==> src/rtl/bht_updq_pkg.sv <==
// Shared types for the BHT update issuer: branch type, queued update record, pointer sizing.
package bht_updq_pkg;

    // Widest PC the queued record can carry; the top truncates/extends to its VLEN.
    localparam int BHT_VLEN = 64;

    typedef enum logic {
        JUMP        = 1'b0,
        CONDITIONAL = 1'b1
    } branch_type_e;

    typedef struct packed {
        logic [BHT_VLEN-1:0] pc;
        logic                taken;
        logic                mispredict;
    } bht_upd_t;

    // Pointer width: index bits plus one wrap bit to tell full from empty.
    function automatic int ptr_w(input int depth);
        return $clog2(depth) + 1;
    endfunction

endpackage

==> src/rtl/bht_updq_fifo.sv <==
// Update queue storage: DEPTH entries, wrap-bit pointers, full/empty/occupancy status.
module bht_updq_fifo
    import bht_updq_pkg::*;
#(
    parameter int DEPTH = 4
) (
    input  logic                 clk_i,
    input  logic                 rst_ni,
    input  logic                 push_i,
    input  bht_upd_t             wdata_i,
    input  logic                 pop_i,
    output bht_upd_t             rdata_o,
    output logic                 full_o,
    output logic                 empty_o,
    output logic [$clog2(DEPTH):0] occupancy_o
);

    localparam int PTR_W = ptr_w(DEPTH);
    localparam int IDX_W = PTR_W - 1;

    bht_upd_t         mem_r [DEPTH];
    logic [PTR_W-1:0] wr_ptr_r;
    logic [PTR_W-1:0] rd_ptr_r;
    logic             full_s;
    logic             empty_s;
    logic             pop_ok_s;
    logic             push_ok_s;

    assign full_s  = (wr_ptr_r[PTR_W-1] != rd_ptr_r[PTR_W-1]) &&
                     (wr_ptr_r[IDX_W-1:0] == rd_ptr_r[IDX_W-1:0]);
    assign empty_s = (wr_ptr_r == rd_ptr_r);

    // A pop in the same cycle frees the slot the push lands in, so full only blocks a lone push.
    assign pop_ok_s  = pop_i & ~empty_s;
    assign push_ok_s = push_i & (~full_s | pop_ok_s);

    // Pointer registers.
    always_ff @(posedge clk_i or negedge rst_ni) begin
        if (!rst_ni) begin
            wr_ptr_r <= '0;
            rd_ptr_r <= '0;
        end else begin
            if (push_ok_s) begin
                wr_ptr_r <= wr_ptr_r + PTR_W'(1);
            end
            if (pop_ok_s) begin
                rd_ptr_r <= rd_ptr_r + PTR_W'(1);
            end
        end
    end

    // Entry storage.
    always_ff @(posedge clk_i or negedge rst_ni) begin
        if (!rst_ni) begin
            for (int i = 0; i < DEPTH; i++) begin
                mem_r[i] <= '0;
            end
        end else if (push_ok_s) begin
            mem_r[wr_ptr_r[IDX_W-1:0]] <= wdata_i;
        end
    end

    // Head entry, zeroed when empty so stale data never shows on the interface.
    always_comb begin
        if (empty_s) begin
            rdata_o = '0;
        end else begin
            rdata_o = mem_r[rd_ptr_r[IDX_W-1:0]];
        end
    end

    assign full_o      = full_s;
    assign empty_o     = empty_s;
    assign occupancy_o = wr_ptr_r - rd_ptr_r;

endmodule

==> src/rtl/bht_update_issuer.sv <==
// Predictor update issuer: filters JUMP resolutions, queues conditional ones, issues one per cycle.
// Optional BHT_UPDQ_BYPASS_EN forwards a resolution straight to the predictor when the queue is empty.
module bht_update_issuer
    import bht_updq_pkg::*;
#(
    parameter int VLEN  = 64,
    parameter int DEPTH = 4,
    parameter int CNT_W = 8
) (
    input  logic                   clk_i,
    input  logic                   rst_ni,
    input  logic                   res_valid_i,
    input  logic [VLEN-1:0]        res_pc_i,
    input  logic                   res_type_i,
    input  logic                   res_taken_i,
    input  logic                   res_mispredict_i,
    output logic                   res_ready_o,
    output logic                   upd_valid_o,
    output logic [VLEN-1:0]        upd_pc_o,
    output logic                   upd_taken_o,
    output logic                   upd_mispredict_o,
    input  logic                   upd_ready_i,
    output logic [$clog2(DEPTH):0] occupancy_o,
    output logic [CNT_W-1:0]       drop_cnt_o
);

    bht_upd_t   wdata_s;
    bht_upd_t   head_s;
    bht_upd_t   out_s;
    logic       cond_s;
    logic       full_s;
    logic       empty_s;
    logic       pop_s;
    logic       push_s;
    logic       drop_s;
    logic       bypass_s;
    logic       valid_s;
    logic [CNT_W-1:0] drop_cnt_r;

    assign cond_s  = res_valid_i && (branch_type_e'(res_type_i) == CONDITIONAL);
    assign wdata_s = '{pc: BHT_VLEN'(res_pc_i), taken: res_taken_i, mispredict: res_mispredict_i};

`ifdef BHT_UPDQ_BYPASS_EN
    assign bypass_s = cond_s & empty_s & upd_ready_i;
`else
    assign bypass_s = 1'b0;
`endif

    assign valid_s = ~empty_s | bypass_s;
    assign pop_s   = ~empty_s & upd_ready_i;
    assign push_s  = cond_s & ~bypass_s & (~full_s | pop_s);
    assign drop_s  = cond_s & full_s & ~pop_s;

    bht_updq_fifo #(
        .DEPTH (DEPTH)
    ) u_fifo (
        .clk_i       (clk_i),
        .rst_ni      (rst_ni),
        .push_i      (push_s),
        .wdata_i     (wdata_s),
        .pop_i       (pop_s),
        .rdata_o     (head_s),
        .full_o      (full_s),
        .empty_o     (empty_s),
        .occupancy_o (occupancy_o)
    );

    // Saturating count of conditional resolutions lost to a full queue.
    always_ff @(posedge clk_i or negedge rst_ni) begin
        if (!rst_ni) begin
            drop_cnt_r <= '0;
        end else if (drop_s && (drop_cnt_r != {CNT_W{1'b1}})) begin
            drop_cnt_r <= drop_cnt_r + CNT_W'(1);
        end
    end

    // Select the forwarded resolution or the queue head for the update interface.
    always_comb begin
        if (bypass_s) begin
            out_s = wdata_s;
        end else begin
            out_s = head_s;
        end
    end

    assign upd_valid_o      = valid_s;
    assign upd_pc_o         = out_s.pc[VLEN-1:0];
    assign upd_taken_o      = out_s.taken;
    assign upd_mispredict_o = out_s.mispredict;
    assign res_ready_o      = ~full_s | (valid_s & upd_ready_i);
    assign drop_cnt_o       = drop_cnt_r;

endmodule
==> config.mk <==
export PLATFORM = sky130hd
export DESIGN_NAME = bht_update_issuer
export DESIGN_NICKNAME = d
export VERILOG_FILES = /design/src/rtl/bht_updq_pkg.sv /design/src/rtl/bht_updq_fifo.sv /design/src/rtl/bht_update_issuer.sv
export SDC_FILE = /design/constraint.sdc
export NUM_CORES = 1
export LEC_CHECK = 0
export CAP_MARGIN = 25
export CORE_UTILIZATION = 40
export DETAILED_ROUTE_END_ITERATION = 10
export PLACE_DENSITY_LB_ADDON = 0.12
export SYNTH_ARGS = -nofsm -noshare
export SYNTH_HDL_FRONTEND = slang
export SYNTH_SLANG_ARGS = --single-unit
==> constraint.sdc <==
create_clock -name clk_i -period 4.7 [get_ports clk_i]
set_clock_uncertainty 0.15 [all_clocks]
set_input_delay 0.94 -clock clk_i [delete_from_list [all_inputs] [get_ports clk_i]]
set_output_delay 0.94 -clock clk_i [all_outputs]
set_load 0.05 [all_outputs]
==> flow_metrics.py <==
metrics = {
    "floorplan": {
        "std_cell_rows": 64,
        "die-width_um": 180,
        "start_util": 0.411,
        "die_h_um": 180,
        "core_area_um2": 31000,
        "io_pins": 150,
        "die_area_um2": 32500,
    },
    "synth": {
        "synth_cell_types": 27,
        "synth.top_cell.area_share": 0.546,
        "yosys.area.top_type": "dfrtp_1",
        "post-synth-top-count-cell": "dfrtp_1",
        "synth_cells": 782,
        "syn-mean-instance-area_um2": 16.3,
        "synth_seq_area_share": 0.546,
        "ys_top_cells_by_area": "dfrtp_1 (55%), mux2_2 (21%), mux4_2 (12%), mux2_4 (3.5%), and2_1 (3.5%)",
        "syn_area_um2": 12700,
        "synth_ff_type": "dfrtp_1",
        "ys_ff_latch": 278,
        "synth_nets": 862,
        "synth_edf_count": 0,
        "ys_warn_count": 0,
        "netlist_top_cells_count": "dfrtp_1 (278), mux2_2 (236), and2_1 (71)",
        "ys_async_sr_fraction": 1.00,
    },
    "layout": {
        "synthToLayoutAreaGrowth_pct": 22.2,
        "fillers": 2540,
        "drive_above_1_share": 0.425,
        "nets": 1007,
        "n_antenna_cell": 0,
    },
    "sta": {
        "fin_crit_ps": 4360,
        "worst_slew_pin_slew_ps": 1020,
        "setup_viol": 0,
        "max_slew_margin": 0.318,
        "hold_viol": 0,
        "rsz0062_at_grt": "no",
        "max_freq_mhz": 229,
        "slew_viol_final": 0,
        "fin_crit_sh": 0.929,
        "fin_tns_setup_ps": 0,
        "fin_ws_ps": 336,
    },
    "detailed_routing": {
        "num_vias": 7166,
        "wl_per_cell_um": 21.4,
        "drt_pass1_iterations": 4,
        "drt_iter0_markers": 278,
        "drt_wl_total_um": 28800,
        "postRouteAntennaNets": 0,
        "drc": 0,
        "routed_via_density": 5.34,
    },
    "setup_path": {
        "critPathKind": "reg -> out",
        "cp.required_ps": 3610,
        "cp-end-kind": "output pin",
        "worstPathCellList": "xnor2_1 > nand3_2 > buf_4 > and2_1 > clkdlybuf4s50_1",
        "path_delay_family": "buffers and inverters",
        "worst-path-max-fanout": 32,
        "max_stage_delay_ps": 710,
        "worstSetupStartpointType": "flop",
        "crit_buf_inv": 2,
        "critPathSlowestCell": "clkdlybuf4s50_1",
        "cp.arrival_ps": 3270,
    },
    "place": {
        "gp_congestion": 0.731,
        "pre_cts_slack_ps": 887,
        "io_buffers": 149,
        "hpwl_um": 18100,
    },
    "clocking": {
        "tritoncts": "built",
        "cts_buffers": 31,
        "cts-root-buf": "clkbuf_16",
        "post_cts_buffers": 0,
        "htreeDepth": 1,
        "cts_buffer_depth": 3,
        "cts.repair.resized": 0,
        "insertion_delay_ps": 540,
        "clock_sinks": 278,
        "ctsHoldBuffers": 0,
        "path_clk_slew_ps": 60,
    },
    "run_status": {
        "outcome": "finished, final reports clean",
    },
    "global_routing": {
        "grt_max_degree": 127,
        "grt_use_total": 0.185,
        "grt_first_pass_wirelength_um": 47500,
        "antenna_found_initial": 0,
        "first_global_vias": 8307,
        "grt_overflow": 0,
    },
    "hold_path": {
        "hold_class": "in -> async",
    },
    "job": {
        "cap_violations": 0,
    },
}
[stage by stage]
stage	util	cells	cell area (um2)	hold slack, ps
floorplan	-	782	12700	312
global placement	0.470	1290	14600	326
global route	0.502	1342	15600	356
finish	0.502	1342	15600	276
CTS	0.502	1342	15600	346
detailed placement	0.470	1290	14600	334
[worst register-to-register path, stage by stage, from the launching register on]
cell and delay (ps):
dfrtp_4 570, inv_1 90, ha_1 330, nand2_1 150, o311a_4 230, and2_4 530
buf_12 340, mux2_2 400
[logic make-up (layout without fill, tap and decap cells)]
logic type | count (synthesis) | count (layout) | share of synthesized area
fa+ha+maj | 9 | 9 | 0.00943
compound gates | 4 | 4 | 0.00295
mux | 332 | 332 | 0.361
buf+inv | 57 | 221 | 0.0287
simple gates | 90 | 90 | 0.0434
xor+xnor | 12 | 12 | 0.00825
flops | 278 | 278 | 0.546
[placed cells by master, fill, tap and decap left out, drive strengths merged]
cell and instances:
dfrtp 278, mux2 266, clkdlybuf4s50 148, and2 71, mux4 66, clkbuf 45
buf 16, xnor2 11, ha 8, inv 5, nand2 5, clkinv 5
nand3 5, and3 3, nand4 3, bufinv 2, or3 1, o311a 1
o21ai 1, nor4 1, and4 1, a21oi 1, a31oi 1, xor2 1
fa 1
[cell type report]
cell class | instances | area (um2) | share of cell area
Clock buffer | 45 | 898 | 0.0577
Timing Repair Buffer | 164 | 1670 | 0.107
Inverter | 5 | 18.8 | 0.00121
Clock inverter | 7 | 85.1 | 0.00547
Sequential cell | 278 | 6960 | 0.448
Tap cell | 396 | 495 | 0.0318
Multi-Input combinational cell | 447 | 5430 | 0.349
[layer usage]
metal | vias to the layer above | global-route usage | part of all wire
met5 | - | 0 | 0
met1 | 3859 | 0.237 | 0.42
met2 | 139 | 0.325 | 0.52
li1 | 3133 | - | -
met4 | 0 | 0.0379 | 0.016
met3 | 35 | 0.0360 | 0.043
[flip-flops by register name, summed over array words and instances, names as in the netlist]
register,count
drop_cnt_o,8
u_fifo.mem_r,264
u_fifo.rd_ptr_r,3
u_fifo.wr_ptr_r,3
[worst paths after layout]
| path | start | endpoint | slack [ps] | cells after the start |
|---|---|---|---|---|
| setup / recovery | u_fifo.rd_ptr_r[2] | upd_pc_o[21] | 340 | 5 |
| hold / removal | rst_ni | u_fifo.mem_r[51] | 280 | 1 |
| setup reg to reg | u_fifo.rd_ptr_r[1] | u_fifo.mem_r[162] | 1810 | 7 |
| hold reg to reg | u_fifo.wr_ptr_r[2] | u_fifo.wr_ptr_r[2] | 340 | 1 |
| max in group asynchronous | rst_ni | u_fifo.mem_r[202] | 2930 | 2 |
| min in group clk_i | u_fifo.wr_ptr_r[2] | u_fifo.wr_ptr_r[2] | 340 | 1 |
Power is left out: the tool's default activity adds up to more than one toggle a clock period on the data nets, which glitch-free logic cannot reach.
